[src/rtl/imem_loader.sv]
`default_nettype none
// +--------------------------------------------------------------------------+
// | Module   : imem_loader                                                   |
// | Purpose  : Write side of the instruction memory. Receives a framed byte  |
// |            stream (16-bit word count, little-endian, then payload),      |
// |            packs payload bytes little-endian into 32-bit words and       |
// |            writes them to the instruction RAM from address 0 upward,     |
// |            holding the CPU in stall while a load is in progress.         |
// | Option   : IMEM_LOADER_CHECKSUM_EN - a trailing XOR checksum byte        |
// |            follows the payload and must match for the load to succeed.   |
// | Ports    : clk, reset          - clock, synchronous active-high reset    |
// |            start               - one-cycle pulse, begins a load          |
// |            byte_valid/_data    - incoming byte stream                    |
// |            byte_ready          - loader can take a byte this cycle       |
// |            wr_en/addr/data     - instruction RAM word write port         |
// |            cpu_hold            - CPU stall request                       |
// |            done, error         - sticky load status                      |
// |            words_written       - words written in the current load       |
// | Revision : 1.0 - initial release                                         |
// +--------------------------------------------------------------------------+
module imem_loader #(
   parameter int unsigned MEM_SIZE = 256,
   parameter int unsigned ADDR_W   = 32
) (
   input  logic              clk,
   input  logic              reset,
   input  logic              start,
   input  logic              byte_valid,
   input  logic [7:0]        byte_data,
   output logic              byte_ready,
   output logic              wr_en,
   output logic [ADDR_W-1:0] wr_addr,
   output logic [31:0]       wr_data,
   output logic              cpu_hold,
   output logic              done,
   output logic              error,
   output logic [15:0]       words_written
);

`ifdef IMEM_LOADER_CHECKSUM_EN
   typedef enum logic [2:0] {
      ST_IDLE   = 3'd0,
      ST_LEN_LO = 3'd1,
      ST_LEN_HI = 3'd2,
      ST_DATA   = 3'd3,
      ST_CHK    = 3'd4,
      ST_DONE   = 3'd5,
      ST_ERR    = 3'd6
   } state_t;
`else
   typedef enum logic [2:0] {
      ST_IDLE   = 3'd0,
      ST_LEN_LO = 3'd1,
      ST_LEN_HI = 3'd2,
      ST_DATA   = 3'd3,
      ST_DONE   = 3'd5,
      ST_ERR    = 3'd6
   } state_t;
`endif

   // Byte capacity in the same width as a byte count derived from a 16-bit
   // word count, so the length check cannot overflow.
   localparam logic [17:0] C_MEM_BYTES = 18'(MEM_SIZE);

   state_t            state_q, state_d;
   logic [15:0]       len_q, len_d;
   logic [1:0]        k_q, k_d;
   logic [23:0]       shadow_q, shadow_d;    // bytes 0..2 of the word being assembled
   logic              wr_en_q, wr_en_d;
   logic [ADDR_W-1:0] wr_addr_q, wr_addr_d;
   logic [31:0]       wr_data_q, wr_data_d;
   logic [15:0]       words_q, words_d;
   logic              done_q, done_d;
   logic              error_q, error_d;
   logic              hold_q, hold_d;
`ifdef IMEM_LOADER_CHECKSUM_EN
   logic [7:0]        chk_q, chk_d;
`endif

   logic        w_xfer;
   logic [15:0] w_len_full;

   // byte_ready depends only on registered state, so it never loops back
   // through byte_valid.
   assign byte_ready = (state_q == ST_LEN_LO) || (state_q == ST_LEN_HI) ||
`ifdef IMEM_LOADER_CHECKSUM_EN
                       (state_q == ST_CHK) ||
`endif
                       (state_q == ST_DATA);
   assign w_xfer     = byte_valid && byte_ready;
   assign w_len_full = {byte_data, len_q[7:0]};

   always_comb begin
      state_d   = state_q;
      len_d     = len_q;
      k_d       = k_q;
      shadow_d  = shadow_q;
      wr_en_d   = 1'b0;
      wr_addr_d = wr_addr_q;
      wr_data_d = wr_data_q;
      words_d   = words_q;
      done_d    = done_q;
      error_d   = error_q;
      hold_d    = hold_q;
`ifdef IMEM_LOADER_CHECKSUM_EN
      chk_d     = chk_q;
`endif

      case (state_q)
         ST_IDLE, ST_DONE, ST_ERR: begin
            if (start) begin
               state_d = ST_LEN_LO;
               done_d  = 1'b0;
               error_d = 1'b0;
               words_d = 16'd0;
               k_d     = 2'd0;
               hold_d  = 1'b1;
`ifdef IMEM_LOADER_CHECKSUM_EN
               chk_d   = 8'h00;
`endif
            end
         end

         ST_LEN_LO: begin
            if (w_xfer) begin
               len_d[7:0] = byte_data;
               state_d    = ST_LEN_HI;
            end
         end

         ST_LEN_HI: begin
            if (w_xfer) begin
               len_d[15:8] = byte_data;
               if ({w_len_full, 2'b00} > C_MEM_BYTES) begin
                  state_d = ST_ERR;
                  error_d = 1'b1;
                  hold_d  = 1'b0;
               end else if (w_len_full == 16'd0) begin
`ifdef IMEM_LOADER_CHECKSUM_EN
                  state_d = ST_CHK;
`else
                  state_d = ST_DONE;
                  done_d  = 1'b1;
                  hold_d  = 1'b0;
`endif
               end else begin
                  state_d = ST_DATA;
               end
            end
         end

         ST_DATA: begin
            if (w_xfer) begin
`ifdef IMEM_LOADER_CHECKSUM_EN
               chk_d = chk_q ^ byte_data;
`endif
               k_d = k_q + 2'd1;
               case (k_q)
                  2'd0:    shadow_d[7:0]   = byte_data;
                  2'd1:    shadow_d[15:8]  = byte_data;
                  2'd2:    shadow_d[23:16] = byte_data;
                  default: begin
                     // Word complete: the write issues next cycle from the
                     // output registers while the shadow refills freely.
                     wr_en_d   = 1'b1;
                     wr_addr_d = ADDR_W'({words_q, 2'b00});
                     wr_data_d = {byte_data, shadow_q};
                     words_d   = words_q + 16'd1;
                     if ((words_q + 16'd1) == len_q) begin
`ifdef IMEM_LOADER_CHECKSUM_EN
                        state_d = ST_CHK;
`else
                        state_d = ST_DONE;
                        done_d  = 1'b1;
                        hold_d  = 1'b0;
`endif
                     end
                  end
               endcase
            end
         end

`ifdef IMEM_LOADER_CHECKSUM_EN
         ST_CHK: begin
            if (w_xfer) begin
               hold_d = 1'b0;
               if (byte_data == chk_q) begin
                  state_d = ST_DONE;
                  done_d  = 1'b1;
               end else begin
                  state_d = ST_ERR;
                  error_d = 1'b1;
               end
            end
         end
`endif

         default: begin
            state_d = ST_IDLE;
         end
      endcase
   end

   always_ff @(posedge clk) begin
      if (reset) begin
         state_q   <= ST_IDLE;
         len_q     <= 16'd0;
         k_q       <= 2'd0;
         shadow_q  <= 24'd0;
         wr_en_q   <= 1'b0;
         wr_addr_q <= '0;
         wr_data_q <= 32'd0;
         words_q   <= 16'd0;
         done_q    <= 1'b0;
         error_q   <= 1'b0;
         hold_q    <= 1'b0;
`ifdef IMEM_LOADER_CHECKSUM_EN
         chk_q     <= 8'h00;
`endif
      end else begin
         state_q   <= state_d;
         len_q     <= len_d;
         k_q       <= k_d;
         shadow_q  <= shadow_d;
         wr_en_q   <= wr_en_d;
         wr_addr_q <= wr_addr_d;
         wr_data_q <= wr_data_d;
         words_q   <= words_d;
         done_q    <= done_d;
         error_q   <= error_d;
         hold_q    <= hold_d;
`ifdef IMEM_LOADER_CHECKSUM_EN
         chk_q     <= chk_d;
`endif
      end
   end

   assign wr_en         = wr_en_q;
   assign wr_addr       = wr_addr_q;
   assign wr_data       = wr_data_q;
   assign cpu_hold      = hold_q;
   assign done          = done_q;
   assign error         = error_q;
   assign words_written = words_q;

endmodule
`default_nettype wire

[config.mk]
export PLATFORM = sky130hd
export DESIGN_NAME = imem_loader
export DESIGN_NICKNAME = d
export VERILOG_FILES = /design/src/rtl/imem_loader.sv
export SDC_FILE = /design/constraint.sdc
export NUM_CORES = 1
export LEC_CHECK = 0
export CAP_MARGIN = 20
export CORE_ASPECT_RATIO = 1.2
export CORE_MARGIN = 8
export CORE_UTILIZATION = 45
export CTS_BUF_LIST = sky130_fd_sc_hd__clkbuf_4 sky130_fd_sc_hd__clkbuf_8
export DETAILED_ROUTE_END_ITERATION = 6
export HOLD_SLACK_MARGIN = 0.08
export PLACE_DENSITY_LB_ADDON = 0.3
export SYNTH_ARGS = -nofsm -noshare
export SYNTH_HDL_FRONTEND = slang
export SYNTH_SLANG_ARGS = --single-unit
[constraint.sdc]
create_clock -name clk -period 2.1 [get_ports clk]
set_clock_uncertainty 0.05 [all_clocks]
set_input_delay 0.315 -clock clk [delete_from_list [all_inputs] [get_ports clk]]
set_output_delay 0.315 -clock clk [all_outputs]
set_load 0.02 [all_outputs]
Word-level counts from Yosys, hierarchy flattened

Index checks and enable logic that the tools add are counted.

Bits in latches: 0
Bits in writable memories: 0
ROM bits: 0
Flip-flop bits (word level): 113
Logic and storage cells: 98
Memories kept: 0
Output and inout bits: 85

Multiplexer cells: 36
Reduce and logical (&&, ||, !) cells: 24
Eq/ne operators: 18
Multiply operators: 0
Shift operators: 0
$lt $le $gt $ge: 1
Bitwise logic cells: 3
Div/mod/pow operators: 0
$add $sub $neg: 2

Operator list:

| kind                    | count |
|---|---|
| $mux W16                | 3 |
| $pmux W16 S2            | 1 |
| $mux W3                 | 8 |
| $gt A18 B9 Y1 const B   | 1 |
| $mux W1                 | 17 |
| $add A16 B1 Y16 const B | 1 |
| $eq A16 B16 Y1          | 1 |
| $logic_not A16 Y1       | 1 |
| $reduce_and A3 Y1       | 5 |
| $ne A2 B2 Y1 const B    | 6 |
| $pmux W3 S4             | 1 |
| $reduce_or A3 Y1        | 3 |
| $reduce_and A4 Y1       | 2 |
| $reduce_and A8 Y1       | 1 |
| $reduce_and A7 Y1       | 1 |
| $eq A3 B2 Y1 const B    | 2 |
| $eq A3 B3 Y1 const B    | 2 |
| $ne A2 B1 Y1 const B    | 3 |
| $pmux W1 S3             | 2 |
| $reduce_and A6 Y1       | 1 |
| $mux W2                 | 2 |
| $pmux W2 S2             | 1 |
| $reduce_and A2 Y1       | 2 |
| $reduce_bool A2 Y1      | 2 |
| 12 further kinds        | 15 |

Depth between registers and ports, before layout

Gate-level depths: netlist (run 1).

Word-level depth: 6
Gate-level depth with buffers: 8
Gate-level depth less buffers: 8

Least setup slack after synthesis (run 1)

No wires, ideal clock.

Path type: register to register
Start point: register words_q[1] (netlist: words_written[1])
End point: register hold_q (netlist: cpu_hold)
Cell stages (with the launch flop): 9
Arrival time: 2.064 ns
Path slack: -0.146 ns
Required time: 1.917 ns
Path through: dfxtp_1 -> ha_1 -> and3_4 -> and3_1 -> xnor2_1 -> nand3_1 -> nor4_4 -> o221a_4 -> a211oi_2

Cells in the longest elaborated chain, start to end: 4

RTL lines:

| item                               | line | RTL |
|---|---|---|
| start: declaration                 | 72   | `logic [15:0] words_q, words_d;` |
| start signal: assignment           | 228  | `words_q <= words_d;` |
| $add A16 B1 Y16                    | 169  | `if ((words_q + 16'd1) == len_q) begin` |
| $eq A16 B16 Y1                     | 169  |  |
| $ne A2 B1 Y1 (no source line)      | --   |  |
| $reduce_and A7 Y1 (no source line) | --   |  |
| end signal: assignment             | 231  | `hold_q <= hold_d;` |
| end: declaration                   | 75   | `logic hold_q, hold_d;` |

Every way passes these cells.
A chain may end at the register's enable or synchronous reset.

Worst setup path after layout (run 1)

Start point: register words_q[0] (netlist: words_written[0])
End point: register hold_q (netlist: cpu_hold)

The elaborated chain is that of the path after synthesis.

==> metrics.txt, run 1 <==
Final Max Slew Viols 0; Reg-to-Reg Start words_written[0]; Worst Reg-to-Reg Cells 8; die height 134 um; commonest non-fill, non-tap cell in the layout nand2_1; NumNets Final 808; Via-to-Cell Ratio 5.27; CP arrival 2.29 ns; async set-reset flop share out of synthesis 0%; RSZ-0062 raised after global routing yes; synthesized area 5210 um2; Root Buffer Master clkbuf_8; syn_area_per_cell 7.83 um2; Primary FF master, synth dfxtp_1; Reg power frac 40.9%; core area 11500 um2; clock sinks 113; worst-path maximum fanout 6; CTS clk-pin slew, worst paths 0.07 ns; CTS tree done; GRT overflow 0; worst vdd ir 0.000496 V; LEAKAGE 2.53 nW; fill count 1004; drt first pass iters 5; Pwr per Cell Area 812 nW/um2; H-tree depth 4; final worst path period need 2.03 ns; Post-synth EDFFs 0; Fin. Hold Viols 0; placed cell area 6490 um2; io pins 97; iteration-0 DRC count of the detailed router 291; Initial Utilization 45.5%; initial antenna violation count 0; worst skew pair latency 0.42 ns; register area share after synthesis 43.4%; synth warn 0; via count 5057; gpl congestion 0.912; Crit. End Element flip-flop; area leader, netlist dfxtp_1; switching power 0.00178 W; Finished Core Util 61.1%; CTS Buf Count 17; Power, Total 0.00569 W; Hold Path Class flip-flop to flip-flop; Cells after Synth 666; largest net degree at the start of global routing 71; layout cells sized above 1 16.8%; routed len/inst 15.5 um; area grow syn2layout 34.4%; Clock Power Share 35.3%; status finished clean; Peak Freq 0.494 GHz; #FFs+latches synth 113; RR Endpoint cpu_hold; post-detail-place hpwl 10.7 mm; Reg2Reg Setup Slack 0.07 ns; quantity of I/O buffers inserted on ports 80; Crit path required time 2.36 ns; diode count 0; # rows 43; GR Util All Layers 19.2%; startpoint types flip-flop; chip width 114 um; Hold Crit Start wr_addr[4]; die area 15300 um2; vias in the first global route 4987; post-synth top area share 43.4%; kind of critical path flip-flop to flip-flop; Setup Viol. Count Final 0; clock buffer depth 2; period utilisation layout 96.5%; WL final 14.9 mm; switching fraction of total power 31.2%; Comb pwr share 23.7%; global-route wire length before repair 24.0 mm; synth unique cells 59; internal power 0.00392 W; max-cap violations 0; hold depth 2; commonest cells after routing, fill and taps aside 163 x nand2_1, 107 x dfxtp_1, 104 x a21oi_1, 78 x clkdlybuf4s50_1, 67 x buf_4; synth top area cells dfxtp_1 43%, nand2_1 12%, a21oi_1 10%; drt drc 0; Post-Layout Inst Area 7010 um2; Worst Hold Path EP wr_addr[4]; post-route ant nets 0
## sequential cells by signal, indices dropped and copies added (netlist names)
register	count
error	1
words_written	16
done	1
len_q	16
state_q	3
wr_data	32
cpu_hold	1
wr_addr	16
wr_en	1
shadow_q	24
k_q	2
## metrics by stage
step / setup TNS (ns) / worst slack, ns / cells / hold WS [ns]
2_1_floorplan: 0 / 0.0000770 / 681 / 0.382
3_3_place_gp: -0.115 / -0.0365 / 921 / 0.391
3_5_place_dp: -2.17 / -0.0939 / 921 / 0.398
4_1_cts: -0.155 / -0.0620 / 955 / 0.407
5_1_grt: -0.00929 / -0.00929 / 959 / 0.428
6_report: 0 / 0.0744 / 959 / 0.404
## worst max path at each step
stage	startpoint	end	slack (ns)	cells past startpoint
2_1_floorplan	words_written[1]	cpu_hold	0.00008	8
3_3_place_gp	byte_data[7]	cpu_hold	-0.04	7
3_5_place_dp	byte_data[7]	error	-0.09	8
4_1_cts	words_written[1]	cpu_hold	-0.06	8
5_1_grt	words_written[1]	cpu_hold	-0.009	8
6_report	words_written[0]	cpu_hold	0.07	8
## power groups by stage
stage / combinational, W / clock [W] / sequential [W]
CTS: 0.00133 / 0.00204 / 0.00233
global route: 0.00147 / 0.00213 / 0.00234
detailed placement: 0.00133 / 0 / 0.00238
floorplan: 0.000908 / 0 / 0.00235
finish: 0.00135 / 0.00201 / 0.00233
global placement: 0.00131 / 0 / 0.00238
## cells by family after synthesis
family / Yosys count / synth area share (%)
xor gates and xnor gates: 24 / 4.03
buffers and inverters: 67 / 6.36
other: 1 / 0.0719
DFF: 113 / 43.4
and+or+nand+nor: 294 / 26.1
adders and majority gates: 5 / 1.20
AOI/OAI and AO/OA: 151 / 16.7
muxes: 11 / 2.11
## routing by layer
layer  up-vias  wire length (um)  global-route usage, %
li1       2490                 -                      -
met1      2361              6080                   21.8
met2       174              7610                   33.0
met3        32               849                   4.86
met4         0               329                   9.19
met5         -                 0                      0
## timing repair
action	in CTS	in global routing
buffers inserted	3	4
setup endpoints to repair	5	12
endpoints found under the hold margin	1	0
pin swaps	9	9
resized for setup	9	10
hold buffers	1	0
## area by class of cell
class	instances	area (um2)	area share, %
Sequential cell	113	2280	32.5
Tap cell	157	196	2.80
Clock buffer	20	275	3.93
Clock inverter	10	111	1.59
Multi-Input combinational cell	501	2740	39.1
Timing Repair Buffer	152	1390	19.8
Inverter	6	22.5	0.321
## cell usage after synthesis (4+ instances only)
cell type / n
mux2i_1: 11
or3_1: 6
nand4_1: 5
inv_1: 6
a21oi_1: 104
nor3_1: 8
buf_2: 13
nand2_1: 164
nand3b_1: 5
nand3_1: 38
dfxtp_1: 113
nor4_1: 4
nor2_1: 35
xnor2_1: 14
and2_1: 4
buf_4: 17
clkbuf_1: 31
o21ai_0: 16
xor2_1: 10
ha_1: 5
## critical path, cell delays in order (launching register included)
cell	delay, ns
dfxtp_4	0.37
buf_4	0.12
and4_4	0.27
and3_4	0.21
nand2_1	0.10
xnor2_2	0.18
nor4_4	0.30
o221a_4	0.26
a211oi_2	0.06
No activity file was read; power rests on OpenSTA's default activity.
==> run 2: changes to the inputs <==
--- a/config.mk
+++ b/config.mk
@@ -6,7 +6,7 @@
 export NUM_CORES = 1
 export LEC_CHECK = 0
 export CAP_MARGIN = 20
-export CORE_ASPECT_RATIO = 1.2
+export CORE_ASPECT_RATIO = 2
 export CORE_MARGIN = 8
 export CORE_UTILIZATION = 45
 export CTS_BUF_LIST = sky130_fd_sc_hd__clkbuf_4 sky130_fd_sc_hd__clkbuf_8
==> run 2 against run 1 <==
  * The flow now finishes with violations (negative setup slack)
  * Critical path type unchanged
  * First-iteration DRC count decreased by 17%
  * Setup slack got worse by 0.075 ns
  * Clock power increased by 12%
  * Non-clock buffer count decreased by 3
  * Flip-flop and latch count unchanged
  * Register-to-register slack got worse by 0.07 ns
  * Total power increased by 5.8%
  * Sequential share of layout area about the same
  * Wire length increased by 6.9%
==> metrics.txt, run 2 (synthesis gave the netlist of run 1 again) <==
status finished with violations; failing checks negative setup slack; Inst Count DP 910; Crit path max-delay family compound AO/OA/AOI/OAI gates; clock sinks 113; Setup Viol. Count Final 1; period utilisation layout 100%; GR Util All Layers 20.8%; layout cells sized above 1 16.6%; commonest cells after routing, fill and taps aside 162 x nand2_1, 105 x dfxtp_1, 103 x a21oi_1, 78 x clkdlybuf4s50_1, 65 x buf_4; routed len/inst 16.9 um; worst setup slack after layout -0.000158 ns; WP buf/inv 1; Crit path required time 2.35 ns; fill count 1024; non-filler cells, final 941; placed cell area 6510 um2; multi-input logic area 2730 um2; CTS clk-pin slew, worst paths 0.07 ns; post-detail-place hpwl 11.9 mm; chip width 92.1 um; via count 5187; Post-Layout Inst Area 7000 um2; Initial Utilization 46.2%; sequential standard cell area 2280 um2; CTS Buf Count 17; gpl congestion 0.953; worst vdd ir 0.000654 V; commonest non-fill, non-tap cell in the layout nand2_1; diode count 0; kind of critical path flip-flop to flip-flop; die area 15500 um2; drt drc 0; Critical Path Max Stage Delay 0.41 ns; Cell Chain, Critical Path nand3_2, buf_4, xnor2_1, o21ai_1, o2111ai_2, nor4_4, o221a_4, a211oi_2; io pins 97; startpoint types flip-flop; CTS tree done; LEAKAGE 2.56 nW; max-cap violations 0; Crit. End Element flip-flop; Pwr per Cell Area 860 nW/um2; final worst path period need 2.10 ns; iteration-0 DRC count of the detailed router 242; max FFs per register 32; worst-path maximum fanout 4; Reg2Reg Setup Slack -0.0002 ns; # rows 55; WL final 15.9 mm; Fin. Hold Viols 0; Hold Path Class input pin to flip-flop; core area 11300 um2; die height 168 um; initial antenna violation count 0; vias in the first global route 5351; post-route ant nets 0; H-tree depth 4; Finished Core Util 62.1%; area grow syn2layout 34.3%; largest net degree at the start of global routing 67; drt first pass iters 5; Root Buffer Master clkbuf_8; RSZ-0062 raised after global routing yes; Via-to-Cell Ratio 5.51; Slowest-stage cell, CP dfxtp_1; Final Max Slew Viols 0; Peak Freq 0.476 GHz; NumNets Final 805; clock buffer depth 2; Power, Total 0.00602 W; GRT overflow 0; worst skew pair latency 0.43 ns; global-route wire length before repair 25.9 mm; CP arrival 2.35 ns; quantity of I/O buffers inserted on ports 80
-- run 2: repair_timing --
item | CTS | global route
hold buffers | 0 | 0
gates resized for setup | 11 | 6
setup endpoints to repair | 4 | 23
setup buffers | 0 | 1
pin swaps | 4 | 5
cloned | 0 | 0
-- run 2: stage by stage --
stage	hold WS, ns	setup TNS [ns]	setup WS [ns]
after floorplan	0.382	0	0.0000770
after global routing	0.191	-0.372	-0.0452
final	0.213	-0.000158	-0.000158
after global placement	0.390	-0.953	-0.0846
after CTS	0.191	0	0.00578
after detailed placement	0.396	-2.81	-0.169
-- run 2: layout make-up --
class	count	share of cell area, %
flip-flops and latches	113	32.5
well taps	142	2.54
clock buffers	20	3.84
clock inverters	10	2.29
repair buffers	149	19.6
inverters	6	0.322
multi-input cells	501	38.9
-- run 2: per-layer routing --
metal,wire length (um),up-vias,part of all wire (%),global-route usage [%]
li1,-,2475,-,-
met1,5390,2461,34,18.7
met2,8780,191,55,39.2
met3,866,60,5.4,4.77
met4,856,0,5.4,14.2
met5,0,-,0,0
-- run 2: path summary, 6_finish.rpt --
check	from	to	cells past startpoint
max	words_written[5]	cpu_hold	8
min	reset	len_q[0]	2
max reg2reg	words_written[5]	cpu_hold	8
min reg2reg	wr_data[31]	wr_data[31]	2
-- run 2: report_power, final --
part	total (W)	internal, W	switching [W]	leakage (nW)
registers	0.00234	0.00223	0.000111	0.916
logic	0.00143	0.000599	0.000835	1.43
clock network	0.00225	0.00135	0.000893	0.218
==> run 3: changes to the inputs <==
--- a/config.mk
+++ b/config.mk
@@ -10,9 +10,11 @@
 export CORE_MARGIN = 8
 export CORE_UTILIZATION = 45
 export CTS_BUF_LIST = sky130_fd_sc_hd__clkbuf_4 sky130_fd_sc_hd__clkbuf_8
+export CTS_CLUSTER_DIAMETER = 120
 export DETAILED_ROUTE_END_ITERATION = 6
 export HOLD_SLACK_MARGIN = 0.08
 export PLACE_DENSITY_LB_ADDON = 0.3
 export SYNTH_ARGS = -nofsm -noshare
 export SYNTH_HDL_FRONTEND = slang
 export SYNTH_SLANG_ARGS = --single-unit
+export TNS_END_PERCENT = 50
==> results of run 3 <==
No change in the layout: final DEF, timing and power equal those of run 2.
